===== src/rtl/pwd_stream_matcher.sv =====
// pwd_stream_matcher: compares a valid/ready byte stream against a stored password in a 64x8 RAM
// Optional lockout after MAX_FAIL consecutive failed attempts: define PWD_MATCHER_LOCKOUT_EN.
module pwd_stream_matcher #(
    parameter int ADDR_W   = 6,
    parameter int DATA_W   = 8,
    parameter int MAX_FAIL = 3
) (
    input  logic              clk,
    input  logic              rst,
    input  logic              start,
    input  logic [ADDR_W:0]   pwd_len,
    input  logic              in_valid,
    input  logic [DATA_W-1:0] in_data,
    input  logic              in_last,
    output logic              in_ready,
    output logic [ADDR_W-1:0] ram_addr,
    input  logic [DATA_W-1:0] ram_rdata,
    output logic              busy,
    output logic              done,
    output logic              match,
    output logic              locked
);

    typedef enum logic [1:0] {IDLE, CHECK, DRAIN, DONE} state_t;

    localparam logic [ADDR_W:0] LP_CAP = {1'b1, {ADDR_W{1'b0}}};

    state_t          r_state, w_state_nxt;
    logic [ADDR_W:0] r_idx, w_idx_nxt;
    logic [ADDR_W:0] r_len, w_len_nxt;
    logic            r_bad, w_bad_nxt;
    logic            r_match, w_match_nxt;
    logic            w_locked;
    logic            w_hs;
    logic            w_bad_hs;
    logic            w_len_ok;
    logic [ADDR_W:0] w_inc;

    assign ram_addr = r_idx[ADDR_W-1:0];
    assign match    = r_match;
    assign locked   = w_locked;
    assign w_hs     = in_valid & in_ready;
    assign w_inc    = r_idx + 1'b1;
    assign w_bad_hs = r_bad | (in_data != ram_rdata);
    assign w_len_ok = (pwd_len != '0) && (pwd_len <= LP_CAP);

    // Next-state, datapath next values and handshake/status outputs
    always_comb begin
        w_state_nxt = r_state;
        w_idx_nxt   = r_idx;
        w_len_nxt   = r_len;
        w_bad_nxt   = r_bad;
        w_match_nxt = r_match;
        busy        = (r_state == CHECK) || (r_state == DRAIN);
        in_ready    = busy & ~w_locked;
        done        = (r_state == DONE);
        case (r_state)
            IDLE: begin
                if (start && !w_locked) begin
                    w_len_nxt   = pwd_len;
                    w_idx_nxt   = '0;
                    w_match_nxt = 1'b0;
                    w_bad_nxt   = ~w_len_ok;
                    w_state_nxt = w_len_ok ? CHECK : DRAIN;
                end
            end
            CHECK: begin
                if (w_hs) begin
                    w_bad_nxt = w_bad_hs;
                    w_idx_nxt = w_inc;
                    if (in_last) begin
                        w_state_nxt = DONE;
                        w_match_nxt = (w_inc == r_len) ? ~w_bad_hs : 1'b0;
                    end else if (w_inc == r_len) begin
                        w_bad_nxt   = 1'b1;
                        w_state_nxt = DRAIN;
                    end
                end
            end
            DRAIN: begin
                if (w_hs && in_last) begin
                    w_state_nxt = DONE;
                    w_match_nxt = 1'b0;
                end
            end
            default: w_state_nxt = IDLE;
        endcase
    end

    // State and datapath registers
    always_ff @(posedge clk) begin
        if (rst) begin
            r_state <= IDLE;
            r_idx   <= '0;
            r_len   <= '0;
            r_bad   <= 1'b0;
            r_match <= 1'b0;
        end else begin
            r_state <= w_state_nxt;
            r_idx   <= w_idx_nxt;
            r_len   <= w_len_nxt;
            r_bad   <= w_bad_nxt;
            r_match <= w_match_nxt;
        end
    end

`ifdef PWD_MATCHER_LOCKOUT_EN
    localparam int               LP_FW  = $clog2(MAX_FAIL + 1);
    localparam logic [LP_FW-1:0] LP_MAX = LP_FW'(MAX_FAIL);

    logic [LP_FW-1:0] r_fail;
    logic             r_locked;
    logic [LP_FW-1:0] w_fail_inc;

    assign w_fail_inc = r_fail + LP_FW'(1);
    assign w_locked   = r_locked;

    // Count consecutive failed verdicts; lock out once the limit is reached
    always_ff @(posedge clk) begin
        if (rst) begin
            r_fail   <= '0;
            r_locked <= 1'b0;
        end else if (r_state == DONE) begin
            if (r_match) begin
                r_fail <= '0;
            end else begin
                r_fail <= w_fail_inc;
                if (w_fail_inc == LP_MAX) r_locked <= 1'b1;
            end
        end
    end
`else
    assign w_locked = (MAX_FAIL < 0);
`endif

endmodule


===== config.mk =====
export PLATFORM = sky130hd
export DESIGN_NAME = pwd_stream_matcher
export DESIGN_NICKNAME = d
export VERILOG_FILES = /design/src/rtl/pwd_stream_matcher.sv
export SDC_FILE = /design/constraint.sdc
export NUM_CORES = 1
export LEC_CHECK = 0
export ABC_AREA = 1
export CORE_MARGIN = 2
export CORE_UTILIZATION = 51
export CTS_CLUSTER_DIAMETER = 30
export DETAILED_ROUTE_END_ITERATION = 8
export PLACE_DENSITY = 0.85
export SLEW_MARGIN = 30
export SYNTH_ARGS = -nofsm -noshare
export SYNTH_HDL_FRONTEND = slang
export SYNTH_SLANG_ARGS = --single-unit

===== constraint.sdc =====
create_clock -name clk -period 3.9 [get_ports clk]
set_clock_uncertainty 0.15 [all_clocks]
set_input_delay 0.585 -clock clk [delete_from_list [all_inputs] [get_ports clk]]
set_output_delay 0.585 -clock clk [all_outputs]
set_load 0.05 [all_outputs]

### Word level (Yosys, flattened, before mapping)

Index checks and enable logic that the tools add are counted.

| operators by class | value |
|---|---|
| $add $sub $neg | 1 |
| order comparisons | 1 |
| equal/unequal tests | 10 |
| mux-type cells | 21 |
| bitwise operators | 4 |
| reduce and logical (&&, ||, !) cells | 11 |

Operator list:

| cell | number |
|---|---|
| 7-bit 2-to-1 mux | 2 |
| 7-bit case mux with 2 select lines | 1 |
| 2-bit 2-to-1 mux | 6 |
| 1-bit 2-to-1 mux | 9 |
| 8-bit inequality test | 1 |
| 7-bit by 1-bit adder with 7-bit output (second input constant) | 1 |
| 7-bit == test | 1 |
| 7-bit <= comparator (second input constant) | 1 |
| 7-bit nonzero test | 1 |
| 2-bit inequality test (second input constant) | 3 |
| 2-bit case mux with 3 select lines | 1 |
| 5-bit AND reduction | 1 |
| 2-bit == test (second input constant) | 2 |
| 4-bit AND reduction | 1 |
| 3-bit by 2-bit inequality test with 1-bit output (second input constant) | 1 |
| 1-bit case mux with 3 select lines | 1 |
| 3-bit AND reduction | 1 |
| 3-bit nonzero test | 1 |
| 2-bit by 1-bit == test with 1-bit output (second input constant) | 1 |
| 1-bit logical AND | 2 |
| 2-bit logical NOT | 1 |
| 2-bit by 1-bit inequality test with 1-bit output (second input constant) | 1 |
| 1-bit NOT | 2 |
| 1-bit case mux with 2 select lines | 1 |
| other kinds (5) | 5 |

| word-level totals | value |
|---|---|
| flip-flop bits (word level) | 18 |
| input port bits | 28 |
| output and inout bits | 11 |
| word-level logic and storage cells | 53 |

### Longest topological paths before layout

Gate-level depths: netlist of run 1.

| depth | value |
|---|---|
| depth in word-level cells | 7 |
| gate-level depth with buffers | 14 |
| depth with buffers taken out | 14 |

### Worst setup path before layout of run 1

No wires, ideal clock.

| path | value |
|---|---|
| kind | reg-to-output |
| start point | reg r_state[0] |
| end point | out in_ready |
| arrival time | 1310 ps |
| required time | 3165 ps |
| path slack | 1855 ps |
| stages on the path, launching flop included | 4 |
| buffers on the path | 1 |
| cell sequence | dfxtp_1 > inv_1 > ha_1 > buf_4 |

| on the way | value |
|---|---|
| cells in the longest elaborated chain, start to end | 2 |
| elaborated cells between the ends (all ways) | 3 |
| classes of those cells | eq/ne (2); reduce/logical (1) |

Ends and longest elaborated chain:

| element | line | source |
|---|---|---|
| from (decl) | 28 | `state_t r_state, w_state_nxt;` |
| from (signal assigned) | 99 | `r_state <= w_state_nxt;` |
| 2-bit by 1-bit == test with 1-bit output or 2-bit == test (tied branches) | 54 | `busy = (r_state == CHECK) \|\| (r_state == DRAIN);` |
| 1-bit logical OR * | 54 |  |
| to (decl) | 15 | `output logic in_ready,` |

Every way passes the cells marked *; elsewhere a longest branch is shown, timed or not.

### Worst setup path in the final report of run 1

| path | value |
|---|---|
| start point | reg r_state[0] |
| end point | out busy |

| on the way | value |
|---|---|
| cells in the longest elaborated chain, start to end | 2 |
| elaborated cells between the ends (all ways) | 3 |
| classes of those cells | eq/ne (2); reduce/logical (1) |

Ends and longest elaborated chain:

| element | line | source |
|---|---|---|
| 2-bit by 1-bit == test with 1-bit output or 2-bit == test (tied branches) | 54 |  |
| 1-bit logical OR * | 54 |  |
| to (decl) | 18 | `output logic busy,` |

Marked as above.

==> results of run 1 <==
## worst max-delay path by stage
| stage | start | endpoint | slack [ns] | depth (start not counted) |
|---|---|---|---|---|
| after floorplan | r_state[0] | in_ready | 1.85 | 3 |
| after global placement | r_state[1] | busy | 1.55 | 3 |
| after detailed placement | start | r_idx[4] | 1.50 | 9 |
| after CTS | r_state[0] | busy | 1.18 | 3 |
| after global routing | r_state[0] | busy | 1.10 | 3 |
| final | r_state[0] | busy | 1.18 | 3 |
## layer usage
layer  routed length (um)  track usage
met5                    0            0
met4                   32       0.0418
met3                  187       0.0488
met2                 1360        0.340
met1                 1320        0.258
## synthesized netlist by cell type, drive strengths merged
library cell and number:
a211oi 1, xor2 1, o21ai 11, nor3 2
o22ai 3, a21oi 18, clkinv 2, inv 31
or2 1, clkbuf 3, conb 1, nand3 22
nand2 55, nor2 25, ha 5, dfxtp 18
buf 8, xnor2 3, nand4 2, nand3b 2
## registers in the layout, summed over array words and instances, names as in the netlist
signal / cells
r_idx: 7
r_bad: 1
r_state: 2
match: 1
r_len: 7
## worst min-delay path: cells and delay by family (launching register included)
kind / cells / cell delay, ns
AND/OR/NAND/NOR: 1 / 0.06
flip-flops: 1 / 0.32
AO/OA/AOI/OAI: 1 / 0.05
## cell type report
| cell class | instances | share of cell area |
|---|---|---|
| clock buffers | 3 | 0.0130 |
| inverters | 33 | 0.0717 |
| multi-input cells | 152 | 0.470 |
| flip-flops and latches | 18 | 0.209 |
| well taps | 30 | 0.0217 |
| repair buffers | 37 | 0.214 |
## cell families after synthesis
family | after synthesis | synth area share
DFF | 18 | 0.263
AOI/OAI and AO/OA | 33 | 0.125
and+or+nand+nor | 109 | 0.394
other | 1 | 0.00274
buffers and inverters | 44 | 0.144
adders and majority gates | 5 | 0.0457
xor gates and xnor gates | 4 | 0.0256
## metrics by stage
stage,util,hold slack (ns)
floorplan,-,0.294
global placement,0.682,0.307
detailed placement,0.682,0.309
CTS,0.691,0.325
global route,0.691,0.357
finish,0.691,0.326
## cell usage in the layout (no fill, tap or decap), types with 2 or more instances in the layout
master / synthesis / layout
nand3_1: 17 / 17
o21ai_1: 2 / 2
dfxtp_1: 18 / 18
nand3_2: 5 / 5
ha_1: 5 / 5
nor3_1: 2 / 2
clkdlybuf4s50_1: 0 / 37
nand2_2: 10 / 10
nand4_1: 2 / 2
o22ai_1: 3 / 3
inv_1: 28 / 28
nor2_1: 19 / 19
nand3b_1: 2 / 2
o21ai_0: 9 / 9
inv_2: 3 / 3
a21oi_1: 18 / 18
clkinv_1: 2 / 2
nor2_4: 4 / 4
nor2_2: 2 / 2
nand2_1: 45 / 45
xnor2_1: 3 / 3
clkbuf_4: 0 / 3
## power by group
| group | internal, W | switching (W) |
|---|---|---|
| registers | 0.000221 | 0.0000273 |
| clock network | 0.0000360 | 0.0000559 |
| logic | 0.000189 | 0.000338 |
| total | 0.000445 | 0.000421 |
==> qor.csv, run 1 <==
metric;value;unit
crit_slowest_cell;clkdlybuf4s50_1;
fill_cells;225;
hold_class;reg2reg;
grt_max_degree;13;
ys_ff_latch;18;
grt_pass1_vias;1231;
fin_tns_setup;0;ns
gp_congestion;0.869;
grt_setup_unrepaired;false;
reg2reg_slack;1.86;ns
whs_endpoint;match;
post-route-cell-area;0.00173;sq mm
status;finished, final reports clean;
vias;1394;
avgSynthCellArea;6.40;sq um
fin_cells;273;
finalSetupViolCount;0;
root_buffer;clkbuf_4;
critPathLaunchType;flop;
grt_pass1_wl;5090;um
max_freq;368;MHz
antenna_cells;0;
h-tree-depth;1;
path_clk_slew;0.10;ns
drt_iter0_drc;47;
reg2reg_depth;10;
synth_top_area_cell;dfxtp_1;
power;0.000866;W
setup_slack;1.18;ns
holdBufCountCts;0;
r2r-start;r_state[0];
critPathMaxFanout;5;
rows;18;
synthCells;214;
synth_area;0.00137;sq mm
cts_tree;built;
overflow;0;
syn_nets;247;
path_delay_family;buffers and inverters;
fin_crit;2.72;ns
pin_count;39;
relSlewSlack;0.665;
initial_core_util;0.548;
finalWirelength;2900;um
worstHoldStart;match;
post-route-period-util;0.696;
viasPerCell;5.11;
tightest_slew;0.501;ns
slew_violations;0;
crit_buf_inv;2;
placed_area;0.00170;sq mm
hold_viol;0;
critPathCaptureType;output pin;
portBuffers;37;
crit_arrival;1.98;ns
cp_slowest_stage_delay;0.84;ns
clkLatencyLatePin;0.29;ns
yosysWarnings;0;
coreArea;0.00250;sq mm
crit_type;reg2out;
drive_gt1_frac;0.111;
cts_setup_buffers;0;
vdd_drop_max;0.603;mV
yosysSeqAreaShare;0.263;
cap_viol_max_count;0;
syn2layout_area_growth;26.1;%
synthTopCellsByArea;dfxtp_1 (26%), nand2_1 (12%), inv_1 (7.7%);
post-place-ws;1.50;ns
seqCellArea;360;sq um
postRouteAntennaNets;0;
dieHeight;55.8;um
yosys.area.top_type_share;0.263;
power_density;502;mW/mm^2
antenna_found_initial;0;
dp_cells;270;
power_leakage;0.719;nW
cts_buffer_depth;2;
cts_resized;0;
cp_cell_sequence;inv_1, ha_1, clkdlybuf4s50_1;
ys_types;27;
drc;0;
layout.nets;278;
min_path_cells;2;
drtPass1Iterations;5;
wire_per_inst;10.6;um
die_w;55.8;um
cts_made_buffers;3;
multi_input_area;812;sq um
worstPathRequired;3.16;ns
clock-sinks;18;
gr-usage-all-layers;0.200;
dp_hpwl;2380;um
r2r-end;r_idx[4];
die-area;0.00311;sq mm
Note: power is estimated with default switching activity, not from simulation.
==> run 2: changes to the inputs <==
--- a/config.mk
+++ b/config.mk
@@ -7,10 +7,10 @@
 export LEC_CHECK = 0
 export ABC_AREA = 1
 export CORE_MARGIN = 2
-export CORE_UTILIZATION = 51
+export CORE_UTILIZATION = 47
 export CTS_CLUSTER_DIAMETER = 30
 export DETAILED_ROUTE_END_ITERATION = 8
-export PLACE_DENSITY = 0.85
+export PLACE_DENSITY = 0.79
 export SLEW_MARGIN = 30
 export SYNTH_ARGS = -nofsm -noshare
 export SYNTH_HDL_FRONTEND = slang
==> constraint.sdc (replaced) <==
create_clock -name clk -period 2.6 [get_ports clk]
set_clock_uncertainty 0.15 [all_clocks]
set_input_delay 0.39 -clock clk [delete_from_list [all_inputs] [get_ports clk]]
set_output_delay 0.39 -clock clk [all_outputs]
set_load 0.05 [all_outputs]
==> run 2 against run 1 <==
  * Via count is 3.3% lower
  * Critical path depth unchanged
  * Combinational power grew 51%
  * Sequential cell count unchanged
  * Sequential share of layout area fell by 0.11 points
  * Total power up 50%
  * Critical path type unchanged
  * Critical endpoint unchanged
  * Non-clock buffer count grew 1
  * Die area rose by 7.9%
  * Clock-buffer cell count unchanged
==> qor.csv, run 2 (synthesized netlist as in run 1, its figures left out) <==
metric;value;unit;change
status;finished, final reports clean;;
h-tree-depth;1;;unchanged
grtUsageMet2;0.313;;-0.0268
top_regs;r_idx (7), r_len (7), r_state (2);;
antenna_cells;0;;unchanged
r2r-end;r_bad;;
whs_endpoint;match;;
cts_made_buffers;3;;unchanged
power;0.00130;W;+50%
finalWirelength;2820;um;-2.7%
post-route-period-util;0.945;;
syn2layout_area_growth;26.8;%;
relSlewSlack;0.662;;-0.00287
dp_hpwl;2340;um;-1.7%
cts_setup_buffers;0;;unchanged
grt_pass1_wl;4930;um;-3.1%
crit_arrival;1.92;ns;-0.06 ns
reg2reg_depth;9;;-1
rows;19;;+1
root_buffer;clkbuf_4;;
vias;1348;;-3.3%
drtPass1Iterations;4;;-1
tightest_slew;0.505;ns;+0.00429 ns
viasPerCell;4.90;;-4.0%
layout_common_cells;nand2_1 (45), clkdlybuf4s50_1 (37), inv_1 (28);;
layout.nets;279;;+0.36%
worstHoldStart;match;;
vdd_drop_max;0.889;mV;+47%
grt_max_degree;13;;unchanged
clkLatencyLatePin;0.29;ns;about the same
gp_congestion;0.863;;-0.70%
grt_pass1_vias;1200;;-2.5%
critPathLaunchType;flop;;
cts_tree;built;;
holdBufCountCts;0;;unchanged
antenna_found_initial;0;;unchanged
fin_tns_setup;0;ns;unchanged
max_freq;407;MHz;
worstPathRequired;2.06;ns;-1.10 ns
coreArea;0.00276;sq mm;+10%
gr-usage-all-layers;0.187;;-0.0130
crit_type;reg2out;;
use_met1;0.247;;-0.0110
dieHeight;58.0;um;+3.9%
drive_gt1_frac;0.115;;+0.00364
min_path_cells;2;;unchanged
overflow;0;;unchanged
critPathMaxFanout;5;;unchanged
gr-usage-met3;0.0491;;+0.000270
portBuffers;37;;unchanged
busiest_layer;met2;;
cts_resized;0;;unchanged
power_density;750;mW/mm^2;+49%
cts_buffer_depth;2;;unchanged
slew_violations;0;;unchanged
drt_iter0_drc;43;;-8.5%
power_leakage;0.723;nW;+0.63%
die_w;58.0;um;+3.9%
fill_cells;269;;+20%
r2r-start;r_state[0];;
postRouteAntennaNets;0;;unchanged
hold_class;reg2reg;;
pin_count;39;;unchanged
initial_core_util;0.496;;-0.0512
reg2reg_slack;0.68;ns;-1.18 ns
die-area;0.00336;sq mm;+7.9%
finalSetupViolCount;0;;unchanged
path_clk_slew;0.10;ns;about the same
drc;0;;unchanged
clock-sinks;18;;unchanged
grt_setup_unrepaired;false;;
cap_viol_max_count;0;;unchanged
final_common_cell;nand2_1;;
critPathCaptureType;output pin;;
hold_viol;0;;unchanged
wire_per_inst;10.3;um;-3.4%
fin_crit;2.46;ns;
run 2: changes by cell type in the layout (fill, tap and decap cells not counted), sizes merged:
cell  previous run  this run
buf              0         1
run 2: through the flow:
step / hold WS, ns / utilization / worst slack, ns / std cells / cell area, sq um
floorplan: 0.294 / - / 0.602 / 214 / 1370
global placement: 0.305 / 0.621 / 0.479 / 272 / 1710
detailed placement: 0.314 / 0.621 / 0.450 / 272 / 1710
CTS: 0.331 / 0.629 / 0.111 / 275 / 1740
global route: 0.360 / 0.629 / 0.0381 / 275 / 1740
finish: 0.325 / 0.629 / 0.142 / 275 / 1740
run 2: power breakdown:
part           internal [W]  switching [W]
logic              0.000294       0.000502
registers          0.000331      0.0000394
clock network     0.0000538      0.0000810
run 2: per-layer routing:
metal / wire length [um] / vias to the layer above / share of wire
met5: 0 / - / 0
met4: 21 / 0 / 0.0074
met3: 183 / 4 / 0.065
met2: 1290 / 39 / 0.46
met1: 1330 / 574 / 0.47
li1: - / 731 / -
run 2: area by class of cell:
class / count / area [sq um] / share of cell area
multi-input cells: 152 / 812 / 0.468
repair buffers: 38 / 378 / 0.218
flip-flops and latches: 18 / 360 / 0.208
inverters: 33 / 124 / 0.0714
well taps: 31 / 38.8 / 0.0224
clock buffers: 3 / 22.5 / 0.0130
run 2: critical path, cell delays in order (launching register included):
cell and delay, ns:
dfxtp_1 0.38, inv_1 0.08, ha_1 0.35, clkdlybuf4s50_1 0.82
run 2: worst max-delay path by stage:
| stage | startpoint | endpoint | slack, ns | cells after the start |
|---|---|---|---|---|
| after global routing | r_state[1] | busy | 0.04 | 3 |
| after CTS | r_state[0] | busy | 0.11 | 3 |
| after floorplan | r_state[0] | r_idx[3] | 0.60 | 10 |
| after detailed placement | r_state[0] | busy | 0.45 | 3 |
| final | r_state[0] | busy | 0.14 | 3 |
| after global placement | r_state[0] | busy | 0.48 | 3 |
